`config.mk`:
```
export PLATFORM = sky130hd
export DESIGN_NAME = product_accumulator
export DESIGN_NICKNAME = d
export VERILOG_FILES = /design/src/rtl/product_accumulator.sv
export SDC_FILE = /design/constraint.sdc
export NUM_CORES = 1
export LEC_CHECK = 0
export CAP_MARGIN = 10
export CORE_ASPECT_RATIO = 1.25
export CORE_MARGIN = 2
export CORE_UTILIZATION = 36
export DETAILED_ROUTE_END_ITERATION = 8
export HOLD_SLACK_MARGIN = 0.08
export PLACE_DENSITY = 0.67
export RECOVER_POWER = 25
export SYNTH_ARGS = -nofsm -noshare
export SYNTH_HDL_FRONTEND = slang
export SYNTH_SLANG_ARGS = --single-unit
```
`constraint.sdc`:
```
create_clock -name clock -period 2.5 [get_ports clock]
set_input_delay 0.25 -clock clock [delete_from_list [all_inputs] [get_ports clock]]
set_output_delay 0.25 -clock clock [all_outputs]
set_load 0.005 [all_outputs]
```
`src/rtl/product_accumulator.sv`:
```
// Product accumulator: sums a programmed-length stream of products and hands the total off over valid/ready.
// Build option PRODUCT_ACCUMULATOR_SATURATE_EN clamps the accumulator at all-ones instead of wrapping.
module product_accumulator #(
  parameter int PSIZE   = 8,
  parameter int ASIZE   = 16,
  parameter int COUNT_W = 4
) (
  input  logic               clock,
  input  logic               reset,
  input  logic               start,
  input  logic [COUNT_W-1:0] length,
  input  logic [PSIZE-1:0]   product,
  input  logic               product_valid,
  output logic               product_ready,
  output logic [ASIZE-1:0]   sum,
  output logic               sum_valid,
  input  logic               sum_ready,
  output logic               busy,
  output logic               overflow
);

  typedef enum logic [1:0] {IDLE, ACCUM, HOLD} state_t;

  state_t             state_reg, state_next;
  logic [ASIZE-1:0]   acc_reg, acc_next;
  logic [COUNT_W-1:0] count_reg, count_next;
  logic [COUNT_W-1:0] len_reg, len_next;
  logic               ovf_reg, ovf_next;

  logic [ASIZE:0]     add_full;
  logic [ASIZE-1:0]   acc_add;
  logic [COUNT_W-1:0] count_inc;

  assign add_full  = {1'b0, acc_reg} + {{(ASIZE+1-PSIZE){1'b0}}, product};
  assign count_inc = count_reg + COUNT_W'(1);

`ifdef PRODUCT_ACCUMULATOR_SATURATE_EN
  // Once clamped, any further non-zero add carries again, so the value sticks at all-ones.
  assign acc_add = add_full[ASIZE] ? {ASIZE{1'b1}} : add_full[ASIZE-1:0];
`else
  assign acc_add = add_full[ASIZE-1:0];
`endif

  always_comb begin
    state_next = state_reg;
    acc_next   = acc_reg;
    count_next = count_reg;
    len_next   = len_reg;
    ovf_next   = ovf_reg;
    case (state_reg)
      IDLE: begin
        if (start) begin
          len_next   = length;
          acc_next   = '0;
          count_next = '0;
          ovf_next   = 1'b0;
          state_next = (length == '0) ? HOLD : ACCUM;
        end
      end
      ACCUM: begin
        if (product_valid) begin
          acc_next   = acc_add;
          count_next = count_inc;
          if (add_full[ASIZE]) ovf_next = 1'b1;
          if (count_inc == len_reg) state_next = HOLD;
        end
      end
      HOLD: begin
        if (sum_ready) state_next = IDLE;
      end
      default: state_next = IDLE;
    endcase
  end

  always_ff @(posedge clock) begin
    if (reset) begin
      state_reg <= IDLE;
      acc_reg   <= '0;
      count_reg <= '0;
      len_reg   <= '0;
      ovf_reg   <= 1'b0;
    end else begin
      state_reg <= state_next;
      acc_reg   <= acc_next;
      count_reg <= count_next;
      len_reg   <= len_next;
      ovf_reg   <= ovf_next;
    end
  end

  // Handshake outputs depend on state alone: no combinational input-to-output path.
  assign product_ready = (state_reg == ACCUM);
  assign sum_valid     = (state_reg == HOLD);
  assign busy          = (state_reg != IDLE);
  assign overflow      = ovf_reg;
  assign sum           = acc_reg;

endmodule

```
==> results of run 1 <==
==> final cells by class <==
cell class,instances,area share (%)
timing repair buffer,41,19.2
tap,58,3.54
clock inverter,1,0.244
sequential,27,26.4
inverter,6,1.10
multi-input combinational,144,47.5
clock buffer,3,2.01
==> worst paths after layout <==
| check | from | end | slack, ns | cells past startpoint |
|---|---|---|---|---|
| max | product[0] | sum[14]$_SDFFE_PP0P_ | 0.35 | 9 |
| min | sum[2]$_SDFFE_PP0P_ | sum[2]$_SDFFE_PP0P_ | 0.48 | 2 |
| max reg2reg | sum[0]$_SDFFE_PP0P_ | sum[14]$_SDFFE_PP0P_ | 0.42 | 8 |
| min reg2reg | sum[2]$_SDFFE_PP0P_ | sum[2]$_SDFFE_PP0P_ | 0.48 | 2 |
==> report_power, final <==
group,switching (mW),internal (mW)
sequential,0.0136,0.444
clock,0.137,0.112
combinational,0.0958,0.0981
total,0.247,0.654
==> per-stage QoR <==
step | cells | area, sq um | power [mW] | util [%]
2_1_floorplan | 183 | 1590 | 0.590 | -
3_3_place_gp | 276 | 2010 | 0.666 | 46.5
3_5_place_dp | 276 | 2010 | 0.667 | 46.5
4_1_cts | 280 | 2060 | 0.916 | 47.6
5_1_grt | 280 | 2050 | 0.950 | 47.4
6_report | 280 | 2050 | 0.901 | 47.4
==> worst max-delay path, cell delays in order <==
cell             delay (ns)
clkdlybuf4s50_1        0.47
ha_1                   0.18
inv_1                  0.06
fa_1                   0.40
nor2b_1                0.16
o31ai_1                0.12
a21o_1                 0.20
or4_1                  0.46
nand2_1                0.07
==> routing by layer <==
layer | vias up | track usage (%) | share of wire (%)
li1 | 740 | - | -
met1 | 679 | 18.1 | 45
met2 | 37 | 24.9 | 49
met3 | 7 | 1.43 | 4.2
met4 | 0 | 6.96 | 2.6
met5 | - | 0 | 0
==> cells by family after synthesis <==
logic type      Yosys count  synth area share (%)
fa+ha+maj                10                  8.35
compound gates           53                  22.8
xor+xnor                 12                  6.62
simple gates             63                  20.1
buf+inv                  12                  4.33
flops                    27                  34.0
mux                       6                  3.78
==> cells in the final DEF (no fill, tap or decap), types with 4 or more instances in the layout <==
cell type        instances
a32o_1                   4
ha_1                     9
o21ai_0                  8
xnor2_1                  7
xor2_1                   5
inv_1                    6
buf_4                    4
dlygate4sd3_1            8
nor2_1                  20
nand2_1                 16
a21oi_1                 18
clkdlybuf4s50_1         28
or3_1                    6
nand3_1                  4
dfxtp_1                 27
mux2i_1                  6
==> run_results.csv, run 1 <==
group,metric,value,unit
outcome,outcome,"completed",
clock_tree,worstSkewPairLatency,0.28,ns
critical_path,required,2.73,ns
timing,fmax,0.466,GHz
route,drt_iter0_drc,58,
cells_and_area,layout-drive-gt1-share,7.21,%
timing,slew_violations,0,
floorplan,pin_count,37,
floorplan,die_y,78.3,um
synthesis,synth_top_area_share,34.0,%
clock_tree,cts_setup_buffers,0,
floorplan,initial_core_util,36.7,%
cells_and_area,antenna_cells,0,
timing,worst_pin_slew,0.725,ns
critical_path,critPathMaxFanout,3,
route,totalWireLength,3610,um
grt,gr-usage-all-layers,14.5,%
clock_tree,ctsHoldBuffers,0,
timing,slew_headroom,51.6,%
place,gp_congestion,0.867,
synthesis,async_flop_share,0,%
synthesis,yosysMostFrequentCell,"dfxtp_1",
synthesis,ys_seq_area_share,34.0,%
synthesis,synth_ff_type,"dfxtp_1",
synthesis,synth_area_leader_cell,"dfxtp_1",
critical_path,crit_path_start_kind,"input pin",
synthesis,syn_avg_cell_area,8.68,sq um
floorplan,design.die.area,0.00496,sq mm
clock_tree,tritoncts,"yes",
clock_tree,clkSinkCount,27,
timing,finalSetupViolCount,0,
timing,fin_worst_skew,0.00485,ns
synthesis,syn_area,0.00159,sq mm
route,routed-via-count,1463,
cells_and_area,regArea,541,sq um
cells_and_area,largest_reg_flops,16,
power,ir_worst_vdd,0.183,mV
power,power_density,440,mW/mm^2
clock_tree,cts_repair_resize_count,0,
route,wl_per_cell,12.9,um
cells_and_area,nNetsFinal,250,
timing,grt_setup_unrepaired,"no",
route,viasPerCell,5.23,
timing,hold_ws,0.481,ns
cells_and_area,multi_input_comb_area,973,sq um
place,dp_hpwl,2820,um
route,drc,0,
clock_tree,htreeDepth,1,
synthesis,yosys_warnings,0,
timing,setup_ws,0.354,ns
clock_tree,max-clock-path-buffers,2,
grt,grt.overflow.total,0,
grt,antenna_found_initial,0,
place,numPortBuffers,36,
critical_path,critPathArrivalTime,2.37,ns
route,first_pass_iters,4,
synthesis,synth_cell_types,44,
cells_and_area,fill_cells,453,
timing,tns,0,ns
grt,grt_max_degree,17,
grt,grt_pass1_wl,5870,um
synthesis,synthCells,183,
power,p_leak,0.814,nW
timing,fin_crit,2.15,ns
clock_tree,cts_root_buffer,"clkbuf_8",
floorplan,rows,27,
synthesis,synth_common_cells,"27 x dfxtp_1, 20 x nor2_1, 18 x a21oi_1, 16 x nand2_1, 9 x ha_1",
timing,hold_viol_final,0,
synthesis,synth_edf_count,0,
critical_path,end_kind,"flop",
critical_path,critPathKind,"input pin to flop",
synthesis,synth_area_leaders,"dfxtp_1 34%, ha_1 7.1%, a21oi_1 5.7%, nor2_1 4.7%, xnor2_1 3.9%",
grt,grt_pass1_vias,1339,
floorplan,coreArea,0.00432,sq mm
timing,post-route-period-util,85.8,%
cells_and_area,area_growth,29.1,%
hold_path,hp-class,"flop to flop",
floorplan,die_x,63.4,um
synthesis,syn_nets,210,
route,ant_nets,0,
synthesis,ys_ff_latch,27,
clock_tree,clkTransAtPathRegs,0.09,ns
place,pre_cts_ws,0.0562,ns
clock_tree,cts_buffers,3,
job,maxCapViolations,0,
(Power assumes the default switching activity.)
==> run 2: changes to the inputs <==
--- a/config.mk
+++ b/config.mk
@@ -13,6 +13,7 @@
 export HOLD_SLACK_MARGIN = 0.08
 export PLACE_DENSITY = 0.67
 export RECOVER_POWER = 25
+export SKIP_CTS_REPAIR_TIMING = 1
 export SYNTH_ARGS = -nofsm -noshare
 export SYNTH_HDL_FRONTEND = slang
 export SYNTH_SLANG_ARGS = --single-unit
==> results of run 2 <==
Same layout as run 1: the final DEF is identical, and so are final timing and power.
==> run 3: changes to the inputs <==
--- a/config.mk
+++ b/config.mk
@@ -14,6 +14,7 @@
 export PLACE_DENSITY = 0.67
 export RECOVER_POWER = 25
 export SKIP_CTS_REPAIR_TIMING = 1
+export SLEW_MARGIN = 40
 export SYNTH_ARGS = -nofsm -noshare
 export SYNTH_HDL_FRONTEND = slang
 export SYNTH_SLANG_ARGS = --single-unit
==> results of run 3 <==
Same layout as run 1: the final DEF is identical, and so are final timing and power.
